<file path="config.mk">
export PLATFORM = sky130hd
export DESIGN_NAME = ula_mdu_control
export DESIGN_NICKNAME = d
export VERILOG_FILES = /design/src/rtl/ula_mdu_control_pkg.sv /design/src/rtl/ula_decode.sv /design/src/rtl/ula_mdu_control.sv
export SDC_FILE = /design/constraint.sdc
export NUM_CORES = 1
export LEC_CHECK = 0
export BUFFER_PORTS_ARGS = -buffer_cell sky130_fd_sc_hd__buf_2
export CORE_MARGIN = 3
export CORE_UTILIZATION = 40
export CTS_BUF_LIST = sky130_fd_sc_hd__clkbuf_4
export CTS_CLUSTER_SIZE = 40
export DETAILED_ROUTE_END_ITERATION = 8
export REMOVE_ABC_BUFFERS = 1
export SETUP_SLACK_MARGIN = 0.1
export SLEW_MARGIN = 10
export SYNTH_ARGS = -nofsm -noshare
export SYNTH_HDL_FRONTEND = slang
export SYNTH_HIERARCHICAL = 1
export SYNTH_SLANG_ARGS = --single-unit
</file>
<file path="constraint.sdc">
create_clock -name clk -period 5 [get_ports clk]
set_clock_uncertainty 0.15 [all_clocks]
set_input_delay 1 -clock clk [delete_from_list [all_inputs] [get_ports clk]]
set_output_delay 1 -clock clk [all_outputs]
set_load 0.02 [all_outputs]
</file>
<file path="src/rtl/ula_mdu_control_pkg.sv">
// Shared ULA select codes, funct7 constants and MDU state encoding for the
// EX-stage ALU control and the iterative multiply/divide unit.
package ula_mdu_control_pkg;

    localparam logic [3:0] ULA_NONE = 4'b0000;
    localparam logic [3:0] ULA_ADD  = 4'b0001;
    localparam logic [3:0] ULA_SUB  = 4'b0010;
    localparam logic [3:0] ULA_SLL  = 4'b0011;
    localparam logic [3:0] ULA_SLT  = 4'b0100;
    localparam logic [3:0] ULA_SLTU = 4'b0101;
    localparam logic [3:0] ULA_SRL  = 4'b0110;
    localparam logic [3:0] ULA_SRA  = 4'b0111;
    localparam logic [3:0] ULA_XOR  = 4'b1000;
    localparam logic [3:0] ULA_OR   = 4'b1001;
    localparam logic [3:0] ULA_AND  = 4'b1010;
    localparam logic [3:0] ULA_MDU  = 4'b1011;

    localparam logic [6:0] FUNCT7_BASE   = 7'b0000000;
    localparam logic [6:0] FUNCT7_ALT    = 7'b0100000;
    localparam logic [6:0] FUNCT7_MULDIV = 7'b0000001;

    typedef enum logic [1:0] {
        MDU_IDLE = 2'b00,
        MDU_MUL  = 2'b01,
        MDU_DIV  = 2'b10,
        MDU_DONE = 2'b11
    } mdu_state_e;

    // Latched per-op control: funct3 plus the final result-negate flag.
    typedef struct packed {
        logic [2:0] f3;
        logic       neg;
    } md_op_t;

    // rs1 is signed for MUL/MULH/MULHSU and for DIV/REM.
    function automatic logic a_is_signed(input logic [2:0] f3);
        return f3[2] ? ~f3[0] : (f3[1:0] != 2'b11);
    endfunction

    // rs2 is signed for MUL/MULH and for DIV/REM.
    function automatic logic b_is_signed(input logic [2:0] f3);
        return f3[2] ? ~f3[0] : ~f3[1];
    endfunction

endpackage

</file>
<file path="src/rtl/ula_decode.sv">
// Combinational ALU-control decoder: {funct7,funct3} and ula_op to the
// 4-bit ULA select code.
module ula_decode
    import ula_mdu_control_pkg::*;
#(
    parameter bit EN_M = 1'b1
) (
    input  logic [9:0] inst,
    input  logic [1:0] ula_op,
    output logic [3:0] ula_select
);

    logic [6:0] f7;
    logic [2:0] f3;
    logic       is_r;

    assign f7   = inst[9:3];
    assign f3   = inst[2:0];
    assign is_r = (ula_op == 2'b10);

    always_comb begin
        ula_select = ULA_NONE;
        case (ula_op)
            2'b00: ula_select = ULA_ADD;
            2'b01: ula_select = ULA_SUB;
            default: begin
                // With M absent an R-type MULDIV funct7 must not alias an ALU op.
                if (is_r && f7 == FUNCT7_MULDIV) begin
                    ula_select = EN_M ? ULA_MDU : ULA_NONE;
                end else begin
                    case (f3)
                        3'b000: ula_select = (is_r && f7 == FUNCT7_ALT) ? ULA_SUB : ULA_ADD;
                        3'b001: ula_select = ULA_SLL;
                        3'b010: ula_select = ULA_SLT;
                        3'b011: ula_select = ULA_SLTU;
                        3'b100: ula_select = ULA_XOR;
                        3'b101: begin
                            if (f7 == FUNCT7_BASE)     ula_select = ULA_SRL;
                            else if (f7 == FUNCT7_ALT) ula_select = ULA_SRA;
                            else                       ula_select = ULA_NONE;
                        end
                        3'b110: ula_select = ULA_OR;
                        default: ula_select = ULA_AND;
                    endcase
                end
            end
        endcase
    end

endmodule

</file>
<file path="src/rtl/ula_mdu_control.sv">
// EX-stage ALU control plus an iterative M-extension multiply/divide unit
// (one shift-add / restoring step per cycle) with start/done and stall.
module ula_mdu_control
    import ula_mdu_control_pkg::*;
#(
    parameter int XLEN = 32,
    parameter bit EN_M = 1'b1
) (
    input  logic            clk,
    input  logic            rst_n,
    input  logic [9:0]      inst,
    input  logic [1:0]      ula_op,
    input  logic            start,
    input  logic            flush,
    input  logic [XLEN-1:0] op_a,
    input  logic [XLEN-1:0] op_b,
    output logic [3:0]      ula_select,
    output logic            stall,
    output logic            md_busy,
    output logic            md_done,
    output logic [XLEN-1:0] md_result
);

    localparam int CW = $clog2(XLEN) + 1;

    mdu_state_e          state_q, state_d;
    md_op_t              op_q, op_d;
    logic [2*XLEN-1:0]   acc_q, acc_d;
    logic [XLEN-1:0]     b_q, b_d;
    logic [XLEN-1:0]     res_q, res_d;
    logic [CW-1:0]       cnt_q, cnt_d;

    ula_decode #(.EN_M(EN_M)) u_decode (
        .inst       (inst),
        .ula_op     (ula_op),
        .ula_select (ula_select)
    );

    // Operand preparation for the op being offered in IDLE.
    logic [2:0]      f3_in;
    logic            mdu_req, a_neg, b_neg, div0, ovf;
    logic [XLEN-1:0] a_mag, b_mag, special_res;

    assign f3_in   = inst[2:0];
    assign mdu_req = EN_M && start && (ula_select == ULA_MDU);
    assign a_neg   = a_is_signed(f3_in) & op_a[XLEN-1];
    assign b_neg   = b_is_signed(f3_in) & op_b[XLEN-1];
    assign a_mag   = a_neg ? -op_a : op_a;
    assign b_mag   = b_neg ? -op_b : op_b;
    assign div0    = (op_b == '0);
    assign ovf     = ~f3_in[0] && (op_a == {1'b1, {(XLEN-1){1'b0}}}) && (&op_b);

    always_comb begin
        special_res = '0;
        if (div0)     special_res = f3_in[1] ? op_a : '1;
        else if (ovf) special_res = f3_in[1] ? '0 : op_a;
    end

    // One iteration of each algorithm; acc holds {hi, lo} for both.
    logic [XLEN:0]       mul_sum, div_sh, div_diff;
    logic [2*XLEN-1:0]   mul_next, div_next, mul_full;
    logic [XLEN-1:0]     mul_res, div_val, div_res;
    logic                last_step;

    assign mul_sum  = {1'b0, acc_q[2*XLEN-1:XLEN]} + {1'b0, b_q};
    assign mul_next = acc_q[0] ? {mul_sum, acc_q[XLEN-1:1]} : {1'b0, acc_q[2*XLEN-1:1]};

    assign div_sh   = {acc_q[2*XLEN-1:XLEN], acc_q[XLEN-1]};
    assign div_diff = div_sh - {1'b0, b_q};
    assign div_next = div_diff[XLEN] ? {div_sh[XLEN-1:0], acc_q[XLEN-2:0], 1'b0}
                                     : {div_diff[XLEN-1:0], acc_q[XLEN-2:0], 1'b1};

    assign mul_full = op_q.neg ? -mul_next : mul_next;
    assign mul_res  = (op_q.f3[1:0] == 2'b00) ? mul_full[XLEN-1:0] : mul_full[2*XLEN-1:XLEN];
    assign div_val  = op_q.f3[1] ? div_next[2*XLEN-1:XLEN] : div_next[XLEN-1:0];
    assign div_res  = op_q.neg ? -div_val : div_val;

    assign last_step = (cnt_q == CW'(XLEN - 1));

    always_comb begin
        state_d = state_q;
        op_d    = op_q;
        acc_d   = acc_q;
        b_d     = b_q;
        res_d   = res_q;
        cnt_d   = cnt_q;
        case (state_q)
            MDU_IDLE: begin
                if (mdu_req) begin
                    op_d.f3 = f3_in;
                    // Remainder follows the dividend sign; everything else the product/quotient sign.
                    op_d.neg = (f3_in[2] && f3_in[1]) ? a_neg : (a_neg ^ b_neg);
                    acc_d    = {{XLEN{1'b0}}, a_mag};
                    b_d      = b_mag;
                    cnt_d    = '0;
                    if (f3_in[2] && (div0 || ovf)) begin
                        res_d   = special_res;
                        state_d = MDU_DONE;
                    end else begin
                        state_d = f3_in[2] ? MDU_DIV : MDU_MUL;
                    end
                end
            end
            MDU_MUL: begin
                acc_d = mul_next;
                cnt_d = cnt_q + CW'(1);
                if (last_step) begin
                    res_d   = mul_res;
                    state_d = MDU_DONE;
                end
            end
            MDU_DIV: begin
                acc_d = div_next;
                cnt_d = cnt_q + CW'(1);
                if (last_step) begin
                    res_d   = div_res;
                    state_d = MDU_DONE;
                end
            end
            default: state_d = MDU_IDLE;
        endcase
        // Flush abandons the op without touching the last delivered result.
        if (flush) begin
            state_d = MDU_IDLE;
            res_d   = res_q;
        end
        if (!EN_M) begin
            state_d = MDU_IDLE;
            res_d   = '0;
        end
    end

    always_ff @(posedge clk or negedge rst_n) begin
        if (!rst_n) begin
            state_q <= MDU_IDLE;
            op_q    <= '0;
            acc_q   <= '0;
            b_q     <= '0;
            res_q   <= '0;
            cnt_q   <= '0;
        end else begin
            state_q <= state_d;
            op_q    <= op_d;
            acc_q   <= acc_d;
            b_q     <= b_d;
            res_q   <= res_d;
            cnt_q   <= cnt_d;
        end
    end

    assign stall     = (state_q == MDU_IDLE && mdu_req) || (state_q == MDU_MUL) || (state_q == MDU_DIV);
    assign md_busy   = (state_q != MDU_IDLE);
    assign md_done   = (state_q == MDU_DONE);
    assign md_result = res_q;

endmodule

</file>
# Word level (Yosys, flattened, before mapping)
# Index checks and enable logic that the tools add are counted.
[totals] register_bits=139 word_cells=106
[classes] n_eq_ne=23 n_bitwise=6 mux=36 n_reduce_logical=27 addsub=7
[ops] operator="$mux 32" n=13
[ops] operator="$mux 64" n=4
[ops] operator="$pmux 64 s3" n=1
[ops] operator="$neg 32->32" n=3
[ops] operator="$pmux 32 s3" n=1
[ops] operator="$neg 64->64" n=1
[ops] operator="$add 32x32->33" n=1
[ops] operator="$sub 33x32->33" n=1
[ops] operator="$eq 32x32->1 const B" n=1
[ops] operator="$logic_not 32->1" n=1
[ops] operator="$reduce_and 32->1" n=1
[ops] operator="$pmux 4 s7" n=1
[ops] operator="$mux 2" n=6
[ops] operator="$pmux 6 s2" n=1
[ops] operator="$ne 2x2->1 const B" n=5
[ops] operator="$eq 3x3->1 const B" n=3
[ops] operator="$logic_and 1x1->1" n=8
[ops] operator="$mux 4" n=2
[ops] operator="$pmux 4 s2" n=1
[ops] operator="$reduce_and 2->1" n=4
[ops] operator="$eq 7x1->1 const B" n=1
[ops] operator="$eq 7x6->1 const B" n=1
[ops] operator="$logic_not 7->1" n=1
[ops] operator="$add 6x1->6 const B" n=1
[ops] operator="22 further kinds" n=36

# Depth between registers and ports, before layout
# Gate-level depths: netlist (run 1).
[depth] depth_word=11 mapped_depth=19 depth_no_buf=16

# Hierarchy
# The synthesis (run 1) kept the hierarchy.
[modules_own_cells] module="ula_mdu_control" seq_area_each_um2=3478.3 cells_each=2227 area_each_um2=16221.8 instances=1
[modules_own_cells] module="ula_decode" seq_area_each_um2=0.0 cells_each=29 area_each_um2=231.5 instances=1

# Least setup slack after synthesis (run 1)
# Ideal clock, no wire load.
[synth_path] path_type="input-to-output" start="input port inst[7]" end="output port stall" path_stages=9 arrival_time_ns=3.193 setup_slack_ns=0.657 cell_sequence="nor4_4 > nand2b_1 > o31ai_1 > nor2b_1 > nand4_1 > or2_2 > clkbuf_1 > clkbuf_1 > nand3_1"
[synth_via] elab_chain_len=11 word_cells_on_any_way=16 classes_between="3 x eq/ne; 6 x mux; 7 x reduce/logical"
[synth_lines] element="start, declared" line="ula_mdu_control.sv:11" text="input logic [9:0] inst,"
[synth_lines] element="$eq 7x6->1" line="ula_decode.sv:32, ula_decode.sv:39"
[synth_lines] element="$mux 3 / $logic_and 1x1->1 (equally long branches)" line="ula_decode.sv:39, ula_decode.sv:32"
[synth_lines] element="$mux 4 / $mux 2 (equally long branches)" line="ula_decode.sv:38, ula_decode.sv:32"
[synth_lines] element="$pmux 4 s7" line="ula_decode.sv:31" text="case (f3)"
[synth_lines] element="$mux 4 (*)" line="ula_decode.sv:28" text="if (is_r && f7 == FUNCT7_MULDIV) begin"
[synth_lines] element="$pmux 4 s2 (*)" line="ula_decode.sv:23" text="case (ula_op)"
[synth_lines] element="net ula_select[1]" line="ula_mdu_control.sv:17" text="output logic [3:0] ula_select,"
[synth_lines] element="$eq 4x4->1 (*)" line="ula_mdu_control.sv:45" text="assign mdu_req = EN_M && start && (ula_select == ULA_MDU);"
[synth_lines] element="$logic_and 1x1->1 (*)" line="ula_mdu_control.sv:45"
[synth_lines] element="$logic_and 1x1->1 (*)" line="ula_mdu_control.sv:151" text="assign stall = (state_q == MDU_IDLE && mdu_req) || (state_q == MDU_MUL) || (state_q == MDU_DIV);"
[synth_lines] element="$logic_or 1x1->1 (*) (2 in series)" line="ula_mdu_control.sv:151"
[synth_lines] element="end, declared" line="ula_mdu_control.sv:18" text="output logic stall,"
# Mark *: on every way through the listed nets, which the timed path passes. The rest lies on a longest branch.

# Worst setup path in the final report (run 1)
[layout_path] start="register acc_q[23]" end="register res_q[29], in the netlist md_result[29]"
[layout_via] elab_chain_len=6 word_cells_on_any_way=11 classes_between="2 x add/sub; 9 x mux"
[layout_lines] element="start, declared" line="ula_mdu_control.sv:28" text="logic [2*XLEN-1:0] acc_q, acc_d;"
[layout_lines] element="start signal, assigned" line="ula_mdu_control.sv:137" text="acc_q <= '0;"
[layout_lines] element="start signal, assigned" line="ula_mdu_control.sv:144" text="acc_q <= acc_d;"
[layout_lines] element="$mux 64, on equally long branches" line="ula_mdu_control.sv:66, ula_mdu_control.sv:70"
[layout_lines] element="$neg 64->64 / $mux 32 (equally long branches)" line="ula_mdu_control.sv:73, ula_mdu_control.sv:75"
[layout_lines] element="$mux 64 / $neg 32->32 (equally long branches)" line="ula_mdu_control.sv:73, ula_mdu_control.sv:76"
[layout_lines] element="$mux 32, on equally long branches" line="ula_mdu_control.sv:74, ula_mdu_control.sv:76"
[layout_lines] element="$mux 32, on equally long branches" line="ula_mdu_control.sv:107, ula_mdu_control.sv:115"
[layout_lines] element="$pmux 32 s3 (*)" line="ula_mdu_control.sv:87" text="case (state_q)"
[layout_lines] element="end signal, assigned" line="ula_mdu_control.sv:146" text="res_q <= res_d;"
[layout_lines] element="end, declared" line="ula_mdu_control.sv:30" text="logic [XLEN-1:0] res_q, res_d;"
# Mark *: on every way between the ends. The rest lies on a longest branch, timed or not. The select of a mux whose other input is x is not followed.
# A chain may end at the register's enable or synchronous reset.

==> results by group, run 1 <==
Yosys
  – Ys flop type: dfrtp_1
  – Avg Inst Size Synth: about 7.3 µm²
  – Post-synth EDFFs: 0
  – Flops & latches, synth: 139
  – Seq/Total Area, Yosys: 0.211
  – Synth unique cells: 105
  – Cells after synthesis: 2256
  – Yosys warns: 6
  – Synth Cell Area: approximately 16000 µm²
  – Synth async-reset ratio: 1.00

Route
  – Detailed-route via count: approximately 18000
  – Routed wire length: 64000 µm
  – Post-DR wirelength/cell: 22.3 µm
  – Drt initial violations: 1896
  – Via/cell ratio: 6.35
  – Drt pass-1 iters: 6
  – DRC: 0
  – Antenna-violating nets left: 0

Global routing
  – Grt total ovfl: 0
  – Vias in the first global route: approximately 17000
  – First-pass GRT wire length: approximately 100000 µm
  – Pin count of the biggest net entering global routing: 77
  – Tot GR Track Use: 0.286
  – Initial antenna violation count: 3

Die
  – Io pins: 119
  – Die X: 209 µm
  – Die height: 209 µm
  – Core area: 40200 µm²
  – Initial cell density of the core: 0.409
  – Die area: 43600 µm²
  – Cell Rows: 73

Clock tree
  – Hold_buf cts: 0
  – CTS tree: done
  – CTS buffer count: 17
  – Clock Tree Buf Depth: 2
  – Clock-pin slew on the worst setup and hold paths: 0.15 ns
  – Sink Count: 139
  – H-tree levels: 4
  – Clock latency on the worst-skew pair: 0.70 ns
  – Root Buffer: clkbuf_4

Timing
  – Fin crit share: 0.960
  – Maximum clock frequency: 208 MHz
  – RSZ-0062 raised after global routing: no
  – Hold WS: 0.220 ns
  – Final Hold Fails: 0
  – Slew headroom: 0.287
  – Min Tclk post-route: 4.80 ns
  – Setup-failing EPs final: 0
  – Post-route setup slack: 0.200 ns
  – Final slew viol count: 0
  – Worst slew pin tran: 1.06 ns

Finish
  – Most frequent cells in the layout: 295 x nand2_1, 208 x o21ai_0, 198 x a21oi_1
  – Layout cells sized above 1: 0.142
  – Post-route cell area: ~18000 µm²
  – Commonest non-fill, non-tap cell in the layout: nand2_1
  – Fin nets: 2481
  – Area grow syn2layout: 10.7%
  – Fin util: 0.453

Worst hold path
  – Worst min path class: in -> async

Setup path
  – Reg-to-reg startpoint: acc_q[23]
  – Crit-path max cell delay: 0.88 ns
  – Crit end category: flop
  – Crit path from: acc_q[23]
  – CP cell instances: or4_4, nor4_1, nand4_1, or2_4, nor4_2, nand4_1, or2_1, o41ai_2, mux2_1, nand3_1, o211ai_1
  – Worst-path fanout max: 8
  – Buf/Inv on CP: 0
  – CP required: between 5 and 6 ns
  – Worst Path Arrival: 5.22 ns
  – WS Path Type: reg -> reg
  – Worst Setup Start Kind: flop
  – Slowest cell on the critical path: nor4_1
  – Most common cell type on the critical path: nand4_1
  – Critical path's top delay family: simple AND/OR/NAND/NOR gates

Pwr
  – P_leak: 7.55 nW
  – Pwr dens: ~400 nW/µm²
  – VDD IR-drop max: 0.000147 V
  – Power, Total: 7.39 mW

Place
  – HPWL Detailed: 48800 µm
  – IO Port Bufs: around 120
  – DP Worst Slack: 0.189 ns
  – GPL Wtd Cong: 0.946
  – Placed Area: 17800 µm²

Status
  – Status: finished, final reports clean

Flow run
  – Max-Cap Viols: 0
final cells by class:
class	instances	area [µm²]
tap	525	657
clock buffer	17	128
antenna	4	10.0
clock inverter	15	189
timing repair buffer	206	1290
fill	4133	22000
multi-input combinational	1885	12200
sequential	139	3480
inverter	76	285
report_power, final:
part | leakage (nW) | switching (mW) | internal, mW
sequential | 1.85 | 0.477 | 1.41
combinational | 5.53 | 2.95 | 1.66
clock | 0.166 | 0.555 | 0.357
worst paths after layout:
check	to	slack [ns]	cells after the start
worst max-delay path	md_result[29]	0.20	11
worst min-delay path	b_q[2]	0.22	1
worst max register to register	md_result[29]	0.20	11
worst min register to register	md_result[7]	0.34	2
max in group asynchronous	md_result[22]	3.60	2
min in group clk	state_q[0]	0.32	2
cell usage after synthesis, drive strengths merged, types with 13 or more instances:
library cell | number | area [µm²]
or2 | 15 | 98.9
nor4 | 16 | 121
or3 | 33 | 206
nand2 | 296 | 1110
a21o | 31 | 233
nor3 | 51 | 265
inv | 75 | 282
mux2 | 24 | 285
nor2b | 13 | 81.3
o31ai | 76 | 571
a21oi | 202 | 1030
and2 | 13 | 81.3
o21a | 15 | 113
and3 | 16 | 100
nand2b | 20 | 125
or4 | 18 | 146
o41ai | 13 | 148
nand4 | 28 | 175
a31oi | 28 | 190
ha | 74 | 926
mux2i | 25 | 254
a211oi | 28 | 228
a22oi | 26 | 195
buf | 31 | 170
dfrtp | 139 | 3480
nand3 | 46 | 235
clkbuf | 125 | 473
o211ai | 23 | 173
nor2 | 183 | 692
xnor2 | 97 | 850
a221oi | 42 | 368
o21ai | 221 | 1120
xor2 | 73 | 639
registers in the layout (all words and copies together) (netlist names):
name and count:
acc_q 64, cnt_q 6, b_q 32, state_q 2
op_q 3, md_result 32
repair_timing:
item,4_1_cts,5_1_grt
setup endpoints to repair,0,13
setup buffers,0,1
gates resized for setup,0,15
through the flow:
stage,TNS [ns],std cells
6_report,0,2867
5_1_grt,0,2866
4_1_cts,0,2862
3_5_place_dp,0,2830
3_3_place_gp,0,2830
2_1_floorplan,-62.02,2100
worst register-to-register path: stages (launching register included):
cell and delay (ns):
dfrtp_1 0.52, or4_4 0.61, nor4_1 0.88, nand4_1 0.27, or2_4 0.35, nor4_2 0.42
nand4_1 0.23, or2_1 0.39, o41ai_2 0.35, mux2_1 0.35, nand3_1 0.09, o211ai_1 0.09
cell families (layout without fill, tap and decap cells):
kind of cell | count (synthesis) | after routing | share of synthesized area
DFF | 139 | 139 | 0.211
buffers and inverters | 232 | 314 | 0.0564
muxes | 50 | 50 | 0.0341
other | 0 | 4 | 0
AOI/OAI and AO/OA | 808 | 808 | 0.322
and+or+nand+nor | 781 | 781 | 0.227
adders and majority gates | 76 | 76 | 0.0587
xor gates and xnor gates | 170 | 170 | 0.0905
per-layer routing:
metal / track usage / up-vias / share of wire
met5: 0 / - / 0
li1: - / 8463 / -
met1: 0.385 / 8866 / 0.43
met2: 0.473 / 745 / 0.47
met4: 0.102 / 0 / 0.033
met3: 0.0380 / 121 / 0.062
(Power assumes the default switching activity.)
==> inputs of run 2 (changes only) <==
clock period = 4 ns   (was 5 ns; I/O delays follow)
==> results by group, run 2 (same netlist as run 1, synthesis figures left out) <==
Status
  – Status: finished with violations
  – Failing checks: setup timing

Global routing
  – GRT met1 Usage: 0.405 (+0.0201)
  – Tot GR Track Use: 0.318 (+0.0320)
  – First-pass GRT wire length: 110000 µm (+10%)
  – Initial antenna violation count: 3 (unchanged)
  – Vias in the first global route: 19611 (+15%)
  – Grt total ovfl: 0 (unchanged)
  – Met2 usage: 0.527 (+0.0547)
  – Global-route met3 utilization: 0.0598 (+0.0218)
  – Pin count of the biggest net entering global routing: 89 (+16%)
  – Gr busiest metal: met2

Setup path
  – Worst Path Arrival: 4.91 ns (-0.31 ns)
  – R2r worst-path depth: 14 (+3)
  – WS Path Type: reg -> reg
  – CP required: 4.53 ns (-0.89 ns)
  – Reg-to-reg startpoint: acc_q[32]
  – Reg2reg end: md_result[23]
  – Crit end category: flop
  – FF-to-FF setup slack: -0.38 ns (-0.58 ns)
  – Worst Setup Start Kind: flop
  – Worst-path fanout max: 5 (-3)

Route
  – Drt initial violations: 1843 (-2.8%)
  – Antenna-violating nets left: 0 (unchanged)
  – Routed wire length: 71600 µm (+12%)
  – Drt pass-1 iters: 6 (unchanged)
  – Detailed-route via count: 20232 (+11%)
  – Via/cell ratio: 6.02 (-5.2%)
  – Post-DR wirelength/cell: 21.3 µm (-4.7%)
  – DRC: 0 (unchanged)

Die
  – Io pins: 119 (unchanged)
  – Core area: 40200 µm² (unchanged)
  – Die X: 209 µm (unchanged)
  – Initial cell density of the core: 0.409 (unchanged)
  – Die area: 43600 µm² (unchanged)
  – Die height: 209 µm (unchanged)
  – Cell Rows: 73 (unchanged)

Timing
  – Min Tclk post-route: 4.38 ns (-0.416 ns)
  – RSZ-0062 raised after global routing: yes
  – Setup-failing EPs final: 24 (+24)
  – Post-route setup slack: -0.383 ns (-0.584 ns)
  – Final Hold Fails: 0 (unchanged)
  – Maximum clock frequency: 228 MHz (+9.5%)
  – Slew headroom: 0.217 (-0.0697)
  – Final slew viol count: 0 (unchanged)
  – Fin crit share: 1.10 (+0.136)
  – Worst slew pin tran: 1.17 ns (+0.113 ns)

Place
  – Inst Count DP: 3269 (+16%)
  – Placed Area: 21100 µm² (+19%)
  – IO Port Bufs: 118 (unchanged)
  – DP Worst Slack: -0.516 ns (-0.705 ns)
  – HPWL Detailed: 54300 µm (+11%)
  – GPL Wtd Cong: 0.988 (+4.5%)

Clock tree
  – Clock-pin slew on the worst setup and hold paths: 0.15 ns (about the same)
  – Clock latency on the worst-skew pair: 0.80 ns (+0.10 ns)
  – CTS tree: done
  – Sink Count: 139 (unchanged)
  – H-tree levels: 4 (unchanged)
  – Clock Tree Buf Depth: 2 (unchanged)
  – Root Buffer: clkbuf_4
  – CTS buffer count: 17 (unchanged)

Finish
  – Area grow syn2layout: 39.9%
  – Layout filler cell count: 3860 (-6.6%)
  – Commonest non-fill, non-tap cell in the layout: buf_4
  – Sequential Area: 3480 µm² (about the same)
  – Largest register FFs: 64 (unchanged)
  – Post-route cell area: 23000 µm² (+26%)
  – Most flops, register: acc_q
  – Final Non-Filler Cells: 3363 (+17%)
  – Layout cells sized above 1: 0.341 (+0.199)
  – Fin util: 0.573 (+0.120)
  – Fin nets: 2978 (+20%)
  – Most frequent cells in the layout: 554 x buf_4, 289 x nand2_1, 178 x o21ai_0, 178 x a21oi_1, 175 x nor2_1
  – Multi-input logic area: 13100 µm² (+7.7%)

Pwr
  – P_leak: 10.2 nW (+35%)
  – Power, Total: 11.5 mW (+56%)
  – VDD IR-drop max: 0.000485 V (+230%)
  – Pwr dens: 501 nW/µm² (+23%)

Worst hold path
  – Hold_sp: op_b[20]
  – Hold Path Stages: 3
  – Worst min path class: in -> reg
  – Hold Path Sink: b_q[20]

Flow run
  – Max-Cap Viols: 0 (unchanged)
-- run 2: layout make-up --
| cell class | instances | area share |
|---|---|---|
| antenna | 3 | 0.000326 |
| clock buffer | 18 | 0.00587 |
| clock inverter | 14 | 0.00630 |
| inverter | 76 | 0.0124 |
| multi-input combinational | 1885 | 0.569 |
| sequential | 139 | 0.151 |
| tap | 525 | 0.0285 |
| timing repair buffer | 703 | 0.226 |
-- run 2: worst max-delay path, stage by stage (launching register included) --
cell and delay (ns):
dfrtp_2 0.47, ha_4 0.25, mux2_4 0.33, or4_4 0.58, or3_4 0.38, or2_4 0.25
nor4_4 0.25, buf_4 0.16, nand4_1 0.19, or2_4 0.36, o311ai_1 0.28, o41ai_1 0.14
buf_4 0.15, a221oi_1 0.28, nor2_1 0.06
-- run 2: worst max-delay path by stage --
stage | slack, ns | to | cells after the start | from
after floorplan | -3.13 | md_result[30] | 14 | inst[3]
after global placement | -0.45 | md_result[28] | 17 | acc_q[50]
after detailed placement | -0.52 | md_result[22] | 18 | acc_q[32]
after CTS | -0.27 | md_result[23] | 19 | b_q[26]
after global routing | -0.46 | md_result[29] | 21 | b_q[0]
final | -0.38 | md_result[23] | 14 | acc_q[32]
-- run 2: power by group --
group,internal [mW],switching (mW),total [mW]
sequential,1.76,0.316,2.08
combinational,3.64,4.75,8.39
clock,0.379,0.696,1.07
total,5.78,5.76,11.5
-- run 2: repair_timing --
item,CTS,global route
hold endpoints to repair,55,0
cloned,0,1
setup endpoints to repair,34,36
pin swaps,83,88
resized for setup,141,112
hold buffers,2,0
buffers inserted,37,24
-- run 2: per-stage QoR --
step | hold WS (ns) | TNS [ns]
final | 0.192 | -4.21
after global routing | 0.170 | -7.77
after CTS | 0.0861 | -3.27
after detailed placement | 0.317 | -11.24
after global placement | 0.305 | -9.24
after floorplan | 0.314 | -92.76
-- run 2: metal layers --
layer	vias to the layer above	wire length (µm)
li1	9452	-
met1	9736	29500
met2	841	33800
met3	201	4940
met4	2	3350
met5	-	11
==> inputs of run 3 (changes only) <==
BUFFER_PORTS_ARGS = not set   (was -buffer_cell sky130_fd_sc_hd__buf_2)
DONT_BUFFER_PORTS = 1   (was not set)
RECOVER_POWER = 50   (was not set)
==> results by group, run 3 (same netlist as run 1, synthesis figures left out) <==
Clock tree
  – Clock latency on the worst-skew pair: 0.80 ns (about the same)
  – H-tree levels: 4 (unchanged)
  – CTS buffer count: 17 (unchanged)
  – Clock Tree Buf Depth: 2 (unchanged)
  – Root Buffer: clkbuf_4
  – Sink Count: 139 (unchanged)
  – Clock-pin slew on the worst setup and hold paths: 0.17 ns (+0.02 ns)
  – CTS tree: done

Worst hold path
  – Hold_sp: op_b[19]
  – Worst min path class: in -> reg
  – Hold Path Sink: b_q[19]
  – Hold Path Stages: 2 (-1)

Finish
  – Largest register FFs: 64 (unchanged)
  – Post-route cell area: 23000 µm² (about the same)
  – Commonest non-fill, non-tap cell in the layout: buf_4
  – Area grow syn2layout: 39.9% (about the same)
  – Fin nets: 2887 (-3.1%)
  – Final Non-Filler Cells: 3272 (-2.7%)
  – Multi-input logic area: 13500 µm² (+3.0%)
  – Most flops, register: acc_q
  – Layout cells sized above 1: 0.334 (-0.00691)
  – Most frequent cells in the layout: 556 x buf_4, 284 x nand2_1, 175 x nor2_1
  – Sequential Area: 3490 µm² (+0.11%)
  – Layout filler cell count: 3780 (-2.1%)

Pwr
  – Pwr dens: 503 nW/µm² (+0.26%)
  – VDD IR-drop max: 0.000472 V (-2.6%)
  – P_leak: 9.88 nW (-3.4%)
  – Power, Total: 11.6 mW (+0.23%)

Route
  – Drt initial violations: 1800 (-2.3%)
  – Antenna-violating nets left: 0 (unchanged)
  – Detailed-route via count: 19738 (-2.4%)
  – Routed wire length: 71900 µm (+0.45%)
  – Via/cell ratio: 6.03 (+0.27%)
  – Post-DR wirelength/cell: 22.0 µm (+3.2%)
  – Drt pass-1 iters: 6 (unchanged)
  – DRC: 0 (unchanged)

Status
  – Status: finished with violations
  – Failing checks: capacitance limit, slew limit, setup timing

Global routing
  – First-pass GRT wire length: 109000 µm (-0.51%)
  – Pin count of the biggest net entering global routing: 140 (+57%)
  – Vias in the first global route: 19105 (-2.6%)
  – Initial antenna violation count: 2 (-1)
  – Grt total ovfl: 0 (unchanged)
  – Tot GR Track Use: 0.320 (+0.00127)

Timing
  – Maximum clock frequency: 239 MHz (+4.5%)
  – Setup-failing EPs final: 17 (-29%)
  – Fin crit share: 1.05 (-0.0477)
  – RSZ-0062 raised after global routing: yes
  – Post-route setup slack: -0.193 ns (+0.191 ns)
  – Slew headroom: -0.490 (-0.707)
  – Final Hold Fails: 0 (unchanged)
  – Worst slew pin tran: 2.23 ns (+1.06 ns)
  – Final slew viol count: 140 (+140)
  – Min Tclk post-route: 4.19 ns (-0.191 ns)

Setup path
  – FF-to-FF setup slack: -0.19 ns (+0.19 ns)
  – WS Path Type: reg -> reg
  – Worst Path Arrival: 4.71 ns (-0.20 ns)
  – Reg2reg end: md_result[29]
  – R2r worst-path depth: 19 (+5)
  – Worst-path fanout max: 6 (+1)
  – Crit end category: flop
  – CP required: 4.52 ns (about the same)
  – Reg-to-reg startpoint: b_q[0]
  – Worst Setup Start Kind: flop

Die
  – Core area: 40200 µm² (unchanged)
  – Io pins: 119 (unchanged)
  – Cell Rows: 73 (unchanged)
  – Die area: 43600 µm² (unchanged)
  – Die X: 209 µm (unchanged)
  – Die height: 209 µm (unchanged)
  – Initial cell density of the core: 0.409 (unchanged)

Place
  – Placed Area: 20400 µm² (-3.3%)
  – DP Worst Slack: -0.626 ns (-0.111 ns)
  – Inst Count DP: 3143 (-3.9%)
  – GPL Wtd Cong: 0.979 (-0.88%)
  – HPWL Detailed: 54700 µm (+0.76%)
  – IO Port Bufs: 0 (-100%)

Flow run
  – Max-Cap Viols: 1 (+1)
==> run 3: final cells by class <==
cell class | count | share of cell area
Timing Repair Buffer | 612 | 0.209
Antenna cell | 3 | 0.000326
Inverter | 76 | 0.0125
Clock inverter | 14 | 0.00544
Multi-Input combinational cell | 1885 | 0.587
Clock buffer | 18 | 0.00587
Sequential cell | 139 | 0.151
Tap cell | 525 | 0.0285
==> run 3: routing by layer <==
layer	global-route usage	share of wire	wire length (µm)
met3	0.0522	0.061	4380
met4	0.164	0.051	3640
met2	0.521	0.47	33800
met1	0.409	0.42	30100
met5	0	0	0
==> run 3: critical path, cell delays in order (launching register included) <==
cell and delay, ns:
dfrtp_1 0.40, ha_2 0.20, inv_2 0.04, fa_2 0.40
nor2b_4 0.14, o2111a_1 0.23, buf_6 0.14, o21ai_4 0.07
buf_6 0.13, a2111o_1 0.44, a31oi_2 0.26, o31ai_2 0.08
buf_4 0.16, nor2_4 0.08, nand4_1 0.14, buf_6 0.17
o41ai_4 0.34, mux2_4 0.33, nand3_2 0.07, o211ai_1 0.10
==> run 3: worst max path at each step <==
stage / from / end / slack, ns
detailed placement: b_q[0] / md_result[25] / -0.63
floorplan: inst[3] / md_result[30] / -3.13
global placement: b_q[26] / md_result[25] / -0.58
finish: b_q[0] / md_result[29] / -0.19
global route: b_q[0] / md_result[30] / -0.33
CTS: b_q[0] / md_result[29] / -0.18
==> run 3: metrics by stage <==
stage / TNS, ns / hold WS, ns / utilization
2_1_floorplan: -92.76 / 0.314 / -
3_3_place_gp: -9.87 / 0.334 / 0.508
3_5_place_dp: -12.15 / 0.344 / 0.508
4_1_cts: -1.48 / 0.0000349 / 0.552
5_1_grt: -4.65 / 0.00835 / 0.573
6_report: -1.77 / 0.0624 / 0.573
==> run 3: what timing repair did <==
| item | 4_1_cts | 5_1_grt |
|---|---|---|
| hold buffers | 17 | 0 |
| cloned | 0 | 0 |
| gates resized for setup | 196 | 150 |
| hold endpoints to repair | 154 | 0 |
| pin swaps | 121 | 136 |
| setup buffers | 51 | 28 |
| endpoints found under the setup margin | 33 | 34 |
==> run 3: where the power goes <==
group	internal [mW]	total (mW)	switching, mW
clock	0.315	1.01	0.693
combinational	3.71	8.43	4.72
sequential	1.76	2.13	0.372
total	5.78	11.6	5.79
